File: config.mk
export PLATFORM = sky130hd
export DESIGN_NAME = producto_escalar_param
export DESIGN_NICKNAME = d
export VERILOG_FILES = /design/src/rtl/producto_escalar_param.sv
export SDC_FILE = /design/constraint.sdc
export NUM_CORES = 1
export LEC_CHECK = 0
export BUFFER_PORTS_ARGS = -buffer_cell sky130_fd_sc_hd__buf_2
export CAP_MARGIN = 20
export CELL_PAD_IN_SITES_DETAIL_PLACEMENT = 1
export CELL_PAD_IN_SITES_GLOBAL_PLACEMENT = 2
export CORE_UTILIZATION = 38
export DETAILED_ROUTE_END_ITERATION = 7
export GPL_TIMING_DRIVEN = 0
export HOLD_SLACK_MARGIN = 0.05
export PLACE_DENSITY = 0.85
export RECOVER_POWER = 50
export SLEW_MARGIN = 20
export SYNTH_ARGS = -nofsm -noshare
export SYNTH_HDL_FRONTEND = slang
export SYNTH_SLANG_ARGS = --single-unit
File: constraint.sdc
create_clock -name i_clk -period 2.5 [get_ports i_clk]
set_input_delay 0.625 -clock i_clk [delete_from_list [all_inputs] [get_ports i_clk]]
set_output_delay 0.625 -clock i_clk [all_outputs]
set_load 0.02 [all_outputs]
File: src/rtl/producto_escalar_param.sv
// Streaming dot-product engine. Operand pairs arrive over a valid/ready input,
// are multiplied into a registered product stage and then summed into a
// configurable-width accumulator (signed/unsigned, wrap or saturate). The
// result is offered on a valid/ready output.
module producto_escalar_param #(
  parameter int DATA_W   = 8,
  parameter int ACC_W    = 20,
  parameter int MAX_LEN  = 16,
  parameter int LEN_W    = $clog2(MAX_LEN + 1),
  parameter int SIGNED   = 0,
  parameter int SATURATE = 0
) (
  input  logic              i_clk,
  input  logic              i_rst_n,
  input  logic              i_start,
  input  logic [LEN_W-1:0]  i_length,
  input  logic [DATA_W-1:0] i_a,
  input  logic [DATA_W-1:0] i_b,
  input  logic              i_in_valid,
  output logic              o_in_ready,
  output logic [ACC_W-1:0]  o_result,
  output logic              o_overflow,
  output logic              o_out_valid,
  input  logic              i_out_ready,
  output logic              o_busy
);

  localparam int PW = 2 * DATA_W;
  localparam bit IS_SIGNED = (SIGNED != 0);
  localparam bit IS_SAT    = (SATURATE != 0);

  localparam logic [1:0] ST_IDLE  = 2'd0;
  localparam logic [1:0] ST_RUN   = 2'd1;
  localparam logic [1:0] ST_DRAIN = 2'd2;
  localparam logic [1:0] ST_DONE  = 2'd3;

  localparam logic [LEN_W-1:0] MAX_LEN_L = LEN_W'(MAX_LEN);
  localparam logic [ACC_W-1:0] MAX_U = {ACC_W{1'b1}};
  localparam logic [ACC_W-1:0] MAX_S = {1'b0, {(ACC_W-1){1'b1}}};
  localparam logic [ACC_W-1:0] MIN_S = {1'b1, {(ACC_W-1){1'b0}}};

  logic [1:0]       r_state;
  logic [LEN_W-1:0] r_len;
  logic [LEN_W-1:0] r_count;
  logic [PW-1:0]    r_prod;
  logic             r_prod_vld;
  logic [ACC_W-1:0] r_acc;
  logic             r_ovf;

  logic             w_accept;
  logic             w_last;
  logic             w_start_ok;
  logic [LEN_W-1:0] w_len_clamped;
  logic [PW-1:0]    w_a_ext;
  logic [PW-1:0]    w_b_ext;
  logic [PW-1:0]    w_prod;
  logic [ACC_W:0]   w_sum;
  logic             w_add_ovf;
  logic [ACC_W-1:0] w_acc_next;

  assign o_in_ready  = (r_state == ST_RUN);
  assign o_out_valid = (r_state == ST_DONE);
  assign o_busy      = (r_state != ST_IDLE);
  assign o_result    = r_acc;
  assign o_overflow  = r_ovf;

  assign w_accept      = o_in_ready & i_in_valid;
  assign w_last        = (r_count == (r_len - LEN_W'(1)));
  assign w_start_ok    = (r_state == ST_IDLE) & i_start;
  assign w_len_clamped = (i_length > MAX_LEN_L) ? MAX_LEN_L : i_length;

  // Extending both operands to the full product width first lets one plain
  // multiplier produce the correct low 2*DATA_W bits in either signedness.
  assign w_a_ext = {{DATA_W{IS_SIGNED & i_a[DATA_W-1]}}, i_a};
  assign w_b_ext = {{DATA_W{IS_SIGNED & i_b[DATA_W-1]}}, i_b};
  assign w_prod  = w_a_ext * w_b_ext;

  // One extra guard bit makes the carry-out / sign-change visible.
  assign w_sum = {IS_SIGNED & r_acc[ACC_W-1], r_acc}
               + {{(ACC_W + 1 - PW){IS_SIGNED & r_prod[PW-1]}}, r_prod};

  // Detect range overflow of the addition and pick the wrapped or clamped value.
  always_comb begin
    w_add_ovf  = 1'b0;
    w_acc_next = w_sum[ACC_W-1:0];
    if (IS_SIGNED) begin
      w_add_ovf = w_sum[ACC_W] ^ w_sum[ACC_W-1];
      if (w_add_ovf && IS_SAT) begin
        w_acc_next = w_sum[ACC_W] ? MIN_S : MAX_S;
      end
    end else begin
      w_add_ovf = w_sum[ACC_W];
      if (w_add_ovf && IS_SAT) begin
        w_acc_next = MAX_U;
      end
    end
  end

  // Control FSM: vector length, accepted-pair count and state transitions.
  always_ff @(posedge i_clk or negedge i_rst_n) begin
    if (!i_rst_n) begin
      r_state <= ST_IDLE;
      r_len   <= '0;
      r_count <= '0;
    end else begin
      case (r_state)
        ST_IDLE: begin
          if (i_start) begin
            r_len   <= w_len_clamped;
            r_count <= '0;
            r_state <= (w_len_clamped == '0) ? ST_DONE : ST_RUN;
          end
        end
        ST_RUN: begin
          if (w_accept) begin
            r_count <= r_count + LEN_W'(1);
            if (w_last) begin
              r_state <= ST_DRAIN;
            end
          end
        end
        ST_DRAIN: r_state <= ST_DONE;
        default: begin
          if (i_out_ready) begin
            r_state <= ST_IDLE;
          end
        end
      endcase
    end
  end

  // Product register: loads on every accepted pair, flagged for one cycle.
  always_ff @(posedge i_clk or negedge i_rst_n) begin
    if (!i_rst_n) begin
      r_prod     <= '0;
      r_prod_vld <= 1'b0;
    end else begin
      r_prod_vld <= w_accept;
      if (w_accept) begin
        r_prod <= w_prod;
      end
    end
  end

  // Accumulator and sticky overflow: cleared by an accepted start, updated
  // one cycle after each product load.
  always_ff @(posedge i_clk or negedge i_rst_n) begin
    if (!i_rst_n) begin
      r_acc <= '0;
      r_ovf <= 1'b0;
    end else if (w_start_ok) begin
      r_acc <= '0;
      r_ovf <= 1'b0;
    end else if (r_prod_vld) begin
      r_acc <= w_acc_next;
      r_ovf <= r_ovf | w_add_ovf;
    end
  end

endmodule
==> impl_metrics.csv <==
group,metric,value,unit
critical_path,crit_arrival,4.15,ns
power,share_comb_of_total_power,0.665,
global_route,grt.total_usage,0.188,
global_route,global_route_wire_length_before_repair,21500,um
clocking,cts_num_sinks,50,
power,total_leakage_power,2.93,nW
clocking,cts_hold_buf,0,
logic_synthesis,synth_top_cell_area_share,0.247,
detailed_routing,antenna_violating_nets_left,0,
placement,preCtsSetupSlack,-1.92,ns
power,design_power_total,6.42,mW
floorplan,dieHeight,117,um
clocking,clock_tree.root_cell,"sky130_fd_sc_hd__clkbuf_16",
critical_path,worstRegToRegCells,10,
layout,antenna_cells_inserted,0,
clocking,h-tree-depth,2,
min_path,worst_hold_path.num_cells,2,
logic_synthesis,synth.net_count,686,
outcome,result_of_the_run,"complete, but fails checks",
power,switching_power,2.99,mW
logic_synthesis,synthTopCellsByArea,"sky130_fd_sc_hd__dfrtp_1 25%, sky130_fd_sc_hd__fa_1 15%, sky130_fd_sc_hd__ha_1 14%, sky130_fd_sc_hd__nand2_1 5.0%, sky130_fd_sc_hd__inv_1 4.9%",
critical_path,crit_path_top_delay_cell,"sky130_fd_sc_hd__fa_1",
detailed_routing,routed_via_density,5.20,
logic_synthesis,ys_ff_latch,50,
sta,setup_violations,12,
logic_synthesis,synth_area,5070,sq um
logic_synthesis,fraction_of_synthesis_flops_using_an_asynchronous_set_or_reset_pin,1.00,
clocking,clkTransAtPathRegs,0.06,ns
critical_path,r2r_start,"o_result[0]$_DFFE_PN0P_",
detailed_routing,wirelength,12500,um
layout,finalCoreUtilization,0.479,
logic_synthesis,yosys.area.top_type,"sky130_fd_sc_hd__dfrtp_1",
floorplan,io_pins,50,
logic_synthesis,synth_warnings,0,
critical_path,worstSetupEndpointType,"flop",
sta,finalCritPeriodShare,1.60,
global_route,number_of_antenna_violations_at_the_first_check_in_global_routing,0,
sta,maxSlewViolCount,0,
sta,timing.final.crit_period,3.99,ns
logic_synthesis,synth_flop_cell,"sky130_fd_sc_hd__dfrtp_1",
logic_synthesis,synth-edff-count,0,
power,peakVddDrop,0.296,mV
global_route,grt_start_max_net_pins,51,
min_path,min_path_type,"reg2reg",
detailed_routing,drt_pre_antenna_iters,4,
min_path,min-delay-start,"r_prod[10]$_DFFE_PN0P_",
layout,stdcell_count,801,
power,p_int,3.43,mW
placement,place.detailed.instances,786,
floorplan,die_width,117,um
critical_path,reg2reg_to,"o_result[16]$_DFFE_PN0P_",
clocking,tritoncts,"done",
critical_path,crit_path_cell_trace,"buf_4 -> and2_4 -> fa_1 -> inv_2 -> fa_1 -> inv_1 -> fa_1 -> inv_1 -> fa_1 -> inv_2 -> ha_4 -> nand2_4 -> o2111a_2 -> o21ai_2 -> a31oi_2 -> xor2_1 -> o21ai_1",
critical_path,slowest_delay,0.50,ns
critical_path,cp_max_fanout,8,
logic_synthesis,most_frequent_cell_after_synthesis,"sky130_fd_sc_hd__nand2_1",
placement,globalplace.congestion,0.793,
critical_path,critical_path_required,2.66,ns
layout,nets,749,
floorplan,placementRows,41,
layout,syn2layout_area_growth,21.3,%
sta,final.setup.worst_slack,-1.49,ns
critical_path,cpMostUsedCell,"sky130_fd_sc_hd__fa_1",
critical_path,path_class,"in2reg",
layout,layout-drive-gt1-share,0.207,
clocking,worstSkewPairLatency,0.30,ns
global_route,grt_pass1_vias,4546,
power,sequentialPowerShare,0.214,
global_route,gr-total-overflow,0,
detailed_routing,route.vias.total,4165,
outcome,failed_checks,"setup timing",
critical_path,type_of_origin_of_the_critical_path,"input pin",
sta,hold_violations,0,
critical_path,worst-r2r-setup-slack,0.12,ns
layout,finalInstanceArea,6150,sq um
power,power_density,1040,nW/um^2
logic_synthesis,synth_commonest_cells,"67 x sky130_fd_sc_hd__nand2_1, 66 x sky130_fd_sc_hd__inv_1, 58 x sky130_fd_sc_hd__ha_1, 50 x sky130_fd_sc_hd__dfrtp_1, 39 x sky130_fd_sc_hd__and2_1",
sta,max_freq,250,MHz
detailed_routing,detail_route.drc_violations,0,
power,clkPwrFrac,0.122,
floorplan,design.core.area,12800,sq um
placement,area_post_placement,5700,sq um
floorplan,dieArea,13800,sq um
clocking,numCtsBuffers,5,
sta,tightestPinTransition,1.28,ns
min_path,worstHoldEndpoint,"r_prod[10]$_DFFE_PN0P_",
placement,port-buffer-count,49,
logic_synthesis,yosysSeqAreaShare,0.247,
sta,maxSlewHeadroom,0.149,
run,number_of_max_cap_violations,0,
detailed_routing,avgRoutedWirePerCell,15.6,um
floorplan,initial_core_util,0.395,
power,p_sw_frac,0.466,
sta,worst_skew,0.00772,ns
sta,rsz0062_at_grt,"yes",
logic_synthesis,netlist_instances,565,
clocking,clock_path_buffers,2,
placement,hpwl,10100,um
detailed_routing,detailedRoute.firstIterationViolations,101,
logic_synthesis,syn_avg_cell_area,8.97,sq um
logic_synthesis,post_synth_cell_types,53,
## layout make-up
| cell class | instances | area (sq um) |
|---|---|---|
| Tap cell | 172 | 215 |
| Sequential cell | 50 | 1250 |
| Clock buffer | 5 | 125 |
| Buffer | 11 | 41.3 |
| Multi-Input combinational cell | 436 | 3790 |
| Fill cell | 1496 | 6680 |
| Clock inverter | 3 | 45.0 |
| Timing Repair Buffer | 56 | 422 |
| Inverter | 68 | 255 |
## stage by stage
stage	TNS [ns]	hold WS, ns
finish	-13.92	0.494
global route	-15.39	0.521
CTS	-13.30	0.383
detailed placement	-18.96	0.488
global placement	-18.30	0.478
floorplan	-14.09	0.329
## timing repair
item,in CTS,in global routing
pin swaps,27,14
setup endpoints to repair,12,16
hold endpoints to repair,0,0
resized for setup,53,14
buffers inserted,4,3
## power groups by stage
stage | Clock [mW] | Combinational (mW) | Sequential, mW
after global routing | 0.825 | 4.76 | 1.42
after detailed placement | 0 | 3.97 | 1.40
after CTS | 0.803 | 4.17 | 1.38
after global placement | 0 | 3.82 | 1.37
after floorplan | 0 | 2.97 | 1.43
final | 0.781 | 4.27 | 1.37
## how the worst max path moves through the flow
stage           start                     end  slack, ns  cells past startpoint
2_1_floorplan  i_a[5]  r_prod[14]$_DFFE_PN0P_      -1.51                     16
4_1_cts        i_b[2]  r_prod[14]$_DFFE_PN0P_      -1.48                     17
3_5_place_dp   i_a[2]  r_prod[14]$_DFFE_PN0P_      -1.92                     14
6_report       i_b[4]  r_prod[14]$_DFFE_PN0P_      -1.49                     17
5_1_grt        i_b[2]  r_prod[14]$_DFFE_PN0P_      -1.65                     17
3_3_place_gp   i_b[2]  r_prod[14]$_DFFE_PN0P_      -1.87                     17
## cells in the final DEF (no fill, tap or decap), types with 5 or more instances in the layout
cell type	instances
sky130_fd_sc_hd__a21o_1	5
sky130_fd_sc_hd__a21oi_1	30
sky130_fd_sc_hd__a21oi_2	6
sky130_fd_sc_hd__and2_1	28
sky130_fd_sc_hd__and2_4	11
sky130_fd_sc_hd__buf_2	29
sky130_fd_sc_hd__buf_4	8
sky130_fd_sc_hd__buf_6	6
sky130_fd_sc_hd__clkbuf_1	16
sky130_fd_sc_hd__clkbuf_16	5
sky130_fd_sc_hd__dfrtp_1	50
sky130_fd_sc_hd__fa_1	34
sky130_fd_sc_hd__ha_1	49
sky130_fd_sc_hd__ha_4	9
sky130_fd_sc_hd__inv_1	54
sky130_fd_sc_hd__inv_2	14
sky130_fd_sc_hd__mux2i_1	14
sky130_fd_sc_hd__nand2_1	61
sky130_fd_sc_hd__nand2b_1	7
sky130_fd_sc_hd__nand3_1	8
sky130_fd_sc_hd__nor2_1	27
sky130_fd_sc_hd__nor3_1	7
sky130_fd_sc_hd__o21ai_0	15
sky130_fd_sc_hd__o21ai_1	19
sky130_fd_sc_hd__xnor2_1	20
sky130_fd_sc_hd__xor2_1	10
## layer usage
layer / routed length, um / track usage / share of wire / up-vias
met2: 6640 / 0.361 / 0.53 / 62
met3: 299 / 0.0208 / 0.024 / 17
met5: 0 / 0 / 0 / -
met4: 208 / 0.0473 / 0.017 / 0
met1: 5350 / 0.218 / 0.43 / 2076
li1: - / - / - / 2010
## cells by family after synthesis
logic type / share of synthesized area
fa+ha+maj: 0.289
xor+xnor: 0.0518
mux: 0.0365
simple gates: 0.176
compound gates: 0.141
buf+inv: 0.0585
flops: 0.247
## flip-flops by register name, summed over array words and instances, names as in the netlist
name,count
o_overflow,1
o_result,20
r_count,5
r_len,5
r_prod,16
r_prod_vld,1
r_state,2
## worst max-delay path: cells and delay by family
family,cells,cell delay (ns)
adders and majority gates,5,2.23
AOI/OAI and AO/OA,4,0.58
buffers and inverters,5,0.34
xor gates and xnor gates,1,0.16
and+or+nand+nor,2,0.21
Note: power is estimated with default switching activity, not from simulation.
